==> config.mk <==
export PLATFORM = sky130hd
export DESIGN_NAME = simon_game_ctrl
export DESIGN_NICKNAME = d
export VERILOG_FILES = /design/src/rtl/simon_pkg.sv /design/src/rtl/simon_lfsr.sv /design/src/rtl/simon_game_ctrl.sv
export SDC_FILE = /design/constraint.sdc
export NUM_CORES = 1
export LEC_CHECK = 0
export ABC_AREA = 1
export BUFFER_PORTS_ARGS = -buffer_cell sky130_fd_sc_hd__buf_2
export CORE_ASPECT_RATIO = 0.9
export CORE_MARGIN = 5
export CORE_UTILIZATION = 63
export CTS_BUF_LIST = sky130_fd_sc_hd__clkbuf_8 sky130_fd_sc_hd__clkbuf_16
export CTS_CLUSTER_SIZE = 25
export DETAILED_ROUTE_END_ITERATION = 10
export PLACE_DENSITY = 0.79
export RECOVER_POWER = 50
export SLEW_MARGIN = 5
export SYNTH_ARGS = -nofsm -noshare
export SYNTH_HDL_FRONTEND = slang
export SYNTH_SLANG_ARGS = --single-unit
==> constraint.sdc <==
create_clock -name clk -period 3.27 [get_ports clk]
set_input_delay 0.1635 -clock clk [delete_from_list [all_inputs] [get_ports clk]]
set_output_delay 0.1635 -clock clk [all_outputs]
set_load 0.005 [all_outputs]
==> src/rtl/simon_pkg.sv <==
// Shared state encoding and LFSR constants for the Simon game controller.
package simon_pkg;

    typedef enum logic [2:0] {
        IDLE,
        ADD,
        SHOW_ON,
        SHOW_OFF,
        WAIT_IN,
        CHECK,
        WIN,
        LOSE
    } state_t;

    localparam logic [15:0] LFSR_SEED = 16'hACE1;
    // Taps 16,14,13,11 of the polynomial map to register bits 15,13,12,10.
    localparam logic [15:0] LFSR_TAPS = 16'hB400;

    function automatic int max3(input int a, input int b, input int c);
        int m;
        m = (a > b) ? a : b;
        return (m > c) ? m : c;
    endfunction

endpackage

==> src/rtl/simon_lfsr.sv <==
// Free-running 16-bit Fibonacci LFSR that supplies the random colour for each new element.
module simon_lfsr (
    input  logic        clk,
    input  logic        reset,
    output logic [15:0] q
);
    import simon_pkg::*;

    always_ff @(posedge clk or negedge reset) begin
        if (!reset) begin
            q <= LFSR_SEED;
        end else begin
            q <= {q[14:0], ^(q & LFSR_TAPS)};
        end
    end

endmodule

==> src/rtl/simon_game_ctrl.sv <==
// Simon memory game: grows a random sequence, replays it on the LEDs and checks the player's entries.
//   state    | meaning
//   IDLE     | waiting for start after reset
//   ADD      | append one random element, bump level
//   SHOW_ON  | light seq[show_idx] for SHOW_TICKS
//   SHOW_OFF | dark gap for GAP_TICKS
//   WAIT_IN  | input enabled, timeout running
//   CHECK    | compare captured entry with seq[in_idx]
//   WIN      | full sequence repeated, held until start
//   LOSE     | wrong entry or timeout, held until start
module simon_game_ctrl #(
    parameter int MAX_LEN       = 16,
    parameter int SHOW_TICKS    = 25_000_000,
    parameter int GAP_TICKS     = 12_500_000,
    parameter int TIMEOUT_TICKS = 250_000_000
) (
    input  logic       clk,
    input  logic       reset,
    input  logic       start,
    input  logic       entry_valid,
    input  logic [3:0] entry_val,
    output logic       input_en,
    output logic [9:0] led,
    output logic [5:0] level,
    output logic       win,
    output logic       game_over
);
    import simon_pkg::*;

    localparam int CW = $clog2(max3(SHOW_TICKS, GAP_TICKS, TIMEOUT_TICKS) + 1);
    localparam int LW = $clog2(MAX_LEN + 1);

    localparam logic [CW-1:0] SHOW_LOAD = CW'(SHOW_TICKS - 1);
    localparam logic [CW-1:0] GAP_LOAD  = CW'(GAP_TICKS - 1);
    localparam logic [CW-1:0] WAIT_LOAD = CW'(TIMEOUT_TICKS - 1);

    state_t        state, state_next;
    logic [CW-1:0] cnt, cnt_next;
    logic [LW-1:0] lvl, show_idx, in_idx;
    logic [3:0]    entry_q;
    logic [3:0]    seq [2**LW];
    logic [15:0]   lfsr_q;
    logic          lfsr_unused;
    logic          clr_level, add_elem, inc_show, clr_in, inc_in, cap_entry;

    simon_lfsr u_lfsr (
        .clk   (clk),
        .reset (reset),
        .q     (lfsr_q)
    );

    // Only the low two bits pick the colour.
    assign lfsr_unused = ^lfsr_q[15:2];
    assign level       = 6'(lvl);

    always_ff @(posedge clk or negedge reset) begin
        if (!reset) begin
            state <= IDLE;
        end else begin
            state <= state_next;
        end
    end

    always_comb begin
        state_next = state;
        cnt_next   = cnt;
        clr_level  = 1'b0;
        add_elem   = 1'b0;
        inc_show   = 1'b0;
        clr_in     = 1'b0;
        inc_in     = 1'b0;
        cap_entry  = 1'b0;
        led        = '0;
        input_en   = 1'b0;
        win        = 1'b0;
        game_over  = 1'b0;
        case (state)
            IDLE: begin
                if (start) begin
                    clr_level  = 1'b1;
                    state_next = ADD;
                end
            end
            ADD: begin
                add_elem   = 1'b1;
                cnt_next   = SHOW_LOAD;
                state_next = SHOW_ON;
            end
            SHOW_ON: begin
                led = {6'b0, seq[show_idx]};
                if (cnt == '0) begin
                    cnt_next   = GAP_LOAD;
                    state_next = SHOW_OFF;
                end else begin
                    cnt_next = cnt - CW'(1);
                end
            end
            SHOW_OFF: begin
                if (cnt != '0) begin
                    cnt_next = cnt - CW'(1);
                end else if (show_idx < lvl - LW'(1)) begin
                    inc_show   = 1'b1;
                    cnt_next   = SHOW_LOAD;
                    state_next = SHOW_ON;
                end else begin
                    clr_in     = 1'b1;
                    cnt_next   = WAIT_LOAD;
                    state_next = WAIT_IN;
                end
            end
            WAIT_IN: begin
                input_en = 1'b1;
                // An entry on the expiry cycle still counts.
                if (entry_valid) begin
                    led        = {6'b0, entry_val};
                    cap_entry  = 1'b1;
                    state_next = CHECK;
                end else if (cnt == '0) begin
                    state_next = LOSE;
                end else begin
                    cnt_next = cnt - CW'(1);
                end
            end
            CHECK: begin
                if (entry_q != seq[in_idx]) begin
                    state_next = LOSE;
                end else if (in_idx < lvl - LW'(1)) begin
                    inc_in     = 1'b1;
                    cnt_next   = WAIT_LOAD;
                    state_next = WAIT_IN;
                end else if (lvl == LW'(MAX_LEN)) begin
                    state_next = WIN;
                end else begin
                    state_next = ADD;
                end
            end
            WIN: begin
                win = 1'b1;
                led = 10'h2AA;
                if (start) begin
                    clr_level  = 1'b1;
                    state_next = ADD;
                end
            end
            LOSE: begin
                game_over = 1'b1;
                led       = 10'h3FF;
                if (start) begin
                    clr_level  = 1'b1;
                    state_next = ADD;
                end
            end
            default: state_next = IDLE;
        endcase
    end

    always_ff @(posedge clk or negedge reset) begin
        if (!reset) begin
            cnt      <= '0;
            lvl      <= '0;
            show_idx <= '0;
            in_idx   <= '0;
            entry_q  <= '0;
        end else begin
            cnt <= cnt_next;
            if (clr_level) begin
                lvl <= '0;
            end else if (add_elem) begin
                lvl <= lvl + LW'(1);
            end
            if (add_elem) begin
                show_idx <= '0;
            end else if (inc_show) begin
                show_idx <= show_idx + LW'(1);
            end
            if (clr_in) begin
                in_idx <= '0;
            end else if (inc_in) begin
                in_idx <= in_idx + LW'(1);
            end
            if (cap_entry) begin
                entry_q <= entry_val;
            end
        end
    end

    // Sequence memory is deliberately not reset; level bounds what is ever read.
    always_ff @(posedge clk) begin
        if (add_elem) begin
            seq[lvl] <= 4'b0001 << lfsr_q[1:0];
        end
    end

endmodule
Word level (Yosys, flattened, before mapping)
Memories as Yosys holds them, arrays and structs flattened.
Index checks and enable logic that the tools add are counted.
Widths: inputs -> output; s select.
{"block": "op_classes", "reduce_logical": 11, "n_addsub": 5, "mux": 45, "magnitude_cmp": 2, "n_eq_ne": 17, "shifts": 1}
{"op": "$mux 28", "count": 7}
{"op": "$pmux 28 s5", "count": 1}
{"op": "$pmux 10 s4", "count": 1}
{"op": "$mux 5", "count": 6}
{"op": "$logic_not 28->1", "count": 1}
{"op": "$reduce_bool 28->1", "count": 1}
{"op": "$sub 28x1->28 const B", "count": 1}
{"op": "$mux 3", "count": 9}
{"op": "$mux 1", "count": 19}
{"op": "$pmux 3 s6", "count": 1}
{"op": "$reduce_xor 16->1", "count": 1}
{"op": "$add 5x1->5 const B", "count": 3}
{"op": "$eq 3x3->1 const B", "count": 4}
{"op": "$ne 2x2->1 const B", "count": 6}
{"op": "$lt 5x5->1", "count": 2}
{"op": "$eq 3x2->1 const B", "count": 2}
{"op": "$reduce_bool 2->1", "count": 3}
{"op": "$eq 5x5->1 const B", "count": 1}
{"op": "$reduce_and 5->1", "count": 1}
{"op": "$reduce_bool 5->1", "count": 1}
{"op": "$sub 5x1->5 const B", "count": 1}
{"op": "$mux 4", "count": 1}
{"op": "$ne 4x4->1", "count": 1}
{"op": "$reduce_and 4->1", "count": 1}
{"op": "6 further kinds", "count": 6}
{"block": "word_totals", "memories": 1, "out_inout_bits": 19, "reg_bits": 66, "input_bits": 8, "word_cells": 89, "ram_bits": 128}
{"memory": "seq", "words": 32, "word_bits": 4, "read_ports": 2, "rd_ports_with_merged_regs": 0, "write_ports": 1, "line_no": "simon_game_ctrl.sv:41", "source": "logic [3:0] seq [2**LW];"}

Depth between registers and ports, before layout
{"block": "logic_depth", "word_depth": 7, "ltp_mapped": 19}

Cells and area by module
A second synthesis with hierarchy kept.
{"block": "unflattened", "cells_unflattened": 1397, "hier_area_um2": 10988.0}
{"module": "simon_game_ctrl", "area_each_um2": 10506.3, "cells_per_inst": 1364, "instances": 1, "seq_area_each_um2": 5094.9}
{"module": "simon_lfsr", "area_each_um2": 481.7, "cells_per_inst": 33, "instances": 1, "seq_area_each_um2": 410.4}

Worst setup path before layout
No wires, ideal clock.
{"block": "synth_timing", "kind": "register to register", "startpoint": "reg lvl[0]", "endpoint": "reg cnt[26]", "path_slack_ns": 0.906, "path_stages_with_launch": 17, "arrival_ns": 2.247, "period_less_slack_ns": 2.364, "cell_sequence": "dfrtp_1 > inv_1 > ha_1 > ha_1 > o21ai_0 > nand2_1 > a21oi_1 > o21ai_0 > nand3_1 > o21ai_0 > inv_2 > nand2_1 > o221ai_2 > nand2_2 > buf_2 > nand2_1 > nand2_1"}
{"block": "synth_via", "elab_chain_cells": 5, "elab_cells_between_ends": 8}
{"element": "from (decl)", "line_no": "simon_game_ctrl.sv:39", "source": "logic [LW-1:0] lvl, show_idx, in_idx;"}
{"element": "from (signal assigned)", "line_no": "simon_game_ctrl.sv:169", "source": "lvl <= lvl + LW'(1);"}
{"element": "$sub 5x1->5 (*)", "line_no": "simon_game_ctrl.sv:101, simon_game_ctrl.sv:127"}
{"element": "$lt 5x5->1", "line_no": "simon_game_ctrl.sv:101", "source": "end else if (show_idx < lvl - LW'(1)) begin"}
{"element": "$mux 28", "line_no": "simon_game_ctrl.sv:101"}
{"element": "$mux 28", "line_no": "simon_game_ctrl.sv:99", "source": "if (cnt != '0) begin"}
{"element": "$pmux 28 s5", "line_no": "simon_game_ctrl.sv:77", "source": "case (state)"}
{"element": "to (signal assigned)", "line_no": "simon_game_ctrl.sv:165", "source": "cnt <= cnt_next;"}
{"element": "to (decl)", "line_no": "simon_game_ctrl.sv:38", "source": "logic [CW-1:0] cnt, cnt_next;"}
Mark *: on every way between the ends. The rest lies on a longest branch, timed or not.
A chain may end at the register's enable or synchronous reset.

Final worst setup path
{"block": "layout_timing", "startpoint": "reg state[2]", "endpoint": "out led[0]"}
{"block": "layout_via", "elab_chain_cells": 2, "elab_cells_between_ends": 5}
{"element": "from (decl)", "line_no": "simon_game_ctrl.sv:37", "source": "state_t state, state_next;"}
{"element": "from (signal assigned)", "line_no": "simon_game_ctrl.sv:60", "source": "state <= state_next;"}
{"element": "$eq 3x3->1 / $eq 3x2->1 (equally long branches)", "line_no": "simon_game_ctrl.sv:77"}
{"element": "$pmux 10 s4 (*)", "line_no": "simon_game_ctrl.sv:77"}
{"element": "to (decl)", "line_no": "simon_game_ctrl.sv:23", "source": "output logic [9:0] led,"}
Marks and branches as above.

==> flow_summary.json <==
{
  "gp_congestion": 1.03,
  "viasPerCell": 6.10,
  "hp-class": "in2reg",
  "timing.fmax_mhz": 319,
  "worstPathArrival_ps": 2970,
  "root_buffer": "clkbuf_16",
  "status": "finished, violations left",
  "drcViolationCount": 0,
  "worstPathCellList": "clkinv_1, nor2_1, inv_1, nor2_1, nand2_1, nand3_1, buf_2",
  "crit_fanout": 9,
  "clock_skew_ps": 10.3,
  "p_per_area_mw_per_mm2": 398,
  "synth.area.mux_share_pct": 0,
  "post_cts_resized": 0,
  "synth_fa_ha_area_share_pct": 1.49,
  "ff2ff_setup_slack_ps": 330,
  "grt_pass1_vias": 9064,
  "rr_endpoint": "cnt[17]",
  "hold_path_end": "entry_q[0]",
  "end_kind": "primary output",
  "io_buffers": 25,
  "yosysTopAreaCell": "edfxtp_1",
  "finalCritPeriodShare_pct": 95.8,
  "violations": "max-capacitance violations, max-slew violations",
  "ys_seq_elements": 194,
  "start_util_pct": 64.3,
  "rows": 45,
  "synth_xor_area_share_pct": 2.49,
  "die_w_microns": 149,
  "avgSynthCellArea_sq_um": 7.99,
  "final_antenna_net_count": 0,
  "die_y_microns": 135,
  "cts_tree": "yes",
  "diodes": 0,
  "min_period_ps": 3130,
  "cts_made_buffers": 17,
  "yosys-top-cells-area": "edfxtp_1 (35%), dfrtp_1 (13%), nand2_1 (12%), nand3_1 (7.3%), o21ai_0 (5.1%)",
  "synth_top_family_by_area": "simple AND/OR/NAND/NOR gates",
  "dpl.hpwl_microns": 20500,
  "die_area_sq_mm": 0.0200,
  "clock_latency_ps": 450,
  "cts_buffer_depth": 2,
  "r2r_cells": 15,
  "track_usage_pct": 31.1,
  "layout_commonest_cell": "nand2_1",
  "ios": 27,
  "relSlewSlack_pct": -11.3,
  "num_vias": 9915,
  "grt_first_pass_wirelength_microns": 48300,
  "antenna_found_initial": 1,
  "netlist.area_leader.share_pct": 35.3,
  "drtIter0Drc": 1402,
  "drt_pass1_iterations": 8,
  "whs_ps": 59.3,
  "synth.distinct_cells": 35,
  "syn_nets": 1386,
  "cpPeakStageDelay_ps": 600,
  "r2r_start": "lvl[0]",
  "stdcell_count": 1625,
  "critPathRequiredTime_ps": 3110,
  "areaGrowthSynthToFinish_pct": 8.73,
  "final_area_sq_mm": 0.0119,
  "cp-start-kind": "register",
  "finalHoldViolations": 0,
  "htreeDepth": 4,
  "cts_sinks": 194,
  "grt-ovfl-total": 0,
  "synth_seq_area_share_pct": 50.5,
  "drive_above_1_share_pct": 6.69,
  "dp.cells": 1589,
  "p_leak_nw": 5.14,
  "path_clk_slew_ps": 70,
  "syn_area_sq_mm": 0.0109,
  "yosys.area_share.simple_pct": 26.6,
  "fin_tns_setup_ps": 0,
  "crit_top_cell": "nor2_1",
  "syn_inst": 1365,
  "nNetsFinal": 1398,
  "critPathKind": "reg2out",
  "post_dp_cell_area_sq_mm": 0.0113,
  "wire_per_inst_microns": 18.7,
  "grt_max_degree": 73,
  "peakVddDrop_mv": 0.457,
  "rsz0062_at_grt": "false",
  "final_max_slew_viol_count": 91,
  "max-cap-violations": 3,
  "core-area_sq_mm": 0.0169,
  "min_from": "entry_val[0]",
  "whs_path_depth": 3,
  "slowest_stage": "nor2_1",
  "final_cell_mix": "nand2_1 (346), nand3_1 (160), inv_1 (146)",
  "worstMarginPinSlew_ps": 1670,
  "final-setup-viol-count": 0,
  "synth_compound_area_share_pct": 10.4,
  "wl_microns": 30300,
  "yosys_warnings": 0
}
## per-layer routing
| layer | wire length (microns) | track usage (%) | vias to the layer above | part of all wire, % |
|---|---|---|---|---|
| met4 | 832 | 10.3 | 0 | 2.7 |
| met5 | 0 | 0 | - | 0 |
| li1 | - | - | 4540 | - |
| met2 | 13000 | 45.1 | 657 | 43 |
| met1 | 12500 | 45.1 | 4631 | 41 |
| met3 | 3980 | 8.96 | 87 | 13 |
## area by class of cell
cell class	count	area, sq um
timing repair buffer	59	402
sequential	194	5510
tap	235	294
multi-input combinational	951	4480
clock buffer	18	439
fill	1374	5090
clock inverter	14	154
inverter	154	578
## worst max-delay path, delay by kind of cell, from the launching register on
family	cells	cell delay, ps
DFF	1	480
and+or+nand+nor	4	1410
buffers and inverters	3	630
## what timing repair did
item,CTS,global route
endpoints found under the hold margin,23,0
setup endpoints to repair,0,0
hold buffers,4,0
buffers inserted,0,0
## registers in the layout, summed over array words and instances, names as in the netlist
register  flops
in_idx        5
seq         128
show_idx      5
lvl           5
state         3
entry_q       4
cnt          28
u_lfsr.q     16
## worst max-delay path by stage
| stage | start | to | slack [ps] | cells after the start |
|---|---|---|---|---|
| final | state[2] | led[0] | 140 | 7 |
| after detailed placement | lvl[0] | cnt[22] | 450 | 15 |
| after floorplan | lvl[0] | cnt[26] | 910 | 16 |
| after global routing | state[2] | led[0] | 60 | 7 |
| after CTS | state[2] | led[0] | 280 | 7 |
| after global placement | lvl[0] | cnt[6] | 550 | 15 |
## stage by stage
| step | setup WS, ps | utilization [%] | total power, mW |
|---|---|---|---|
| final | 138 | 69.9 | 4.71 |
| after CTS | 285 | 70.1 | 4.73 |
| after detailed placement | 445 | 66.4 | 2.68 |
| after global routing | 55.9 | 69.9 | 4.85 |
| after global placement | 547 | 66.4 | 2.68 |
| after floorplan | 906 | - | 2.66 |
## synth_stat cells, drive strengths merged
| library cell | number |
|---|---|
| nand3 | 160 |
| edfxtp | 128 |
| o21bai | 2 |
| clkbuf | 27 |
| nand4 | 24 |
| o221ai | 1 |
| nand2 | 347 |
| dfstp | 8 |
| a21oi | 66 |
| a21boi | 1 |
| a32o | 1 |
| xnor2 | 8 |
| ha | 13 |
| o22ai | 9 |
| nor2 | 146 |
| or2 | 2 |
| buf | 39 |
| o211ai | 15 |
| dfrtp | 58 |
| clkinv | 5 |
| a31oi | 1 |
| conb | 1 |
| nor3 | 14 |
| a22oi | 1 |
| o21ai | 113 |
| nor4 | 2 |
| o21a | 1 |
| xor2 | 23 |
| inv | 149 |
## power breakdown
part / switching [mW] / internal (mW) / leakage, nW / total (mW)
logic: 0.0280 / 0.0100 / 3.02 / 0.0380
registers: 0.00276 / 2.59 / 1.82 / 2.60
clock network: 1.03 / 1.05 / 0.293 / 2.08
total: 1.06 / 3.65 / 5.14 / 4.71
## cell families after synthesis
| logic type | count (synthesis) |
|---|---|
| simple gates | 695 |
| flops | 194 |
| other cells | 1 |
| fa+ha+maj | 13 |
| buf+inv | 220 |
| compound gates | 211 |
| xor+xnor | 31 |
Power figures use the tool's default switching activity.
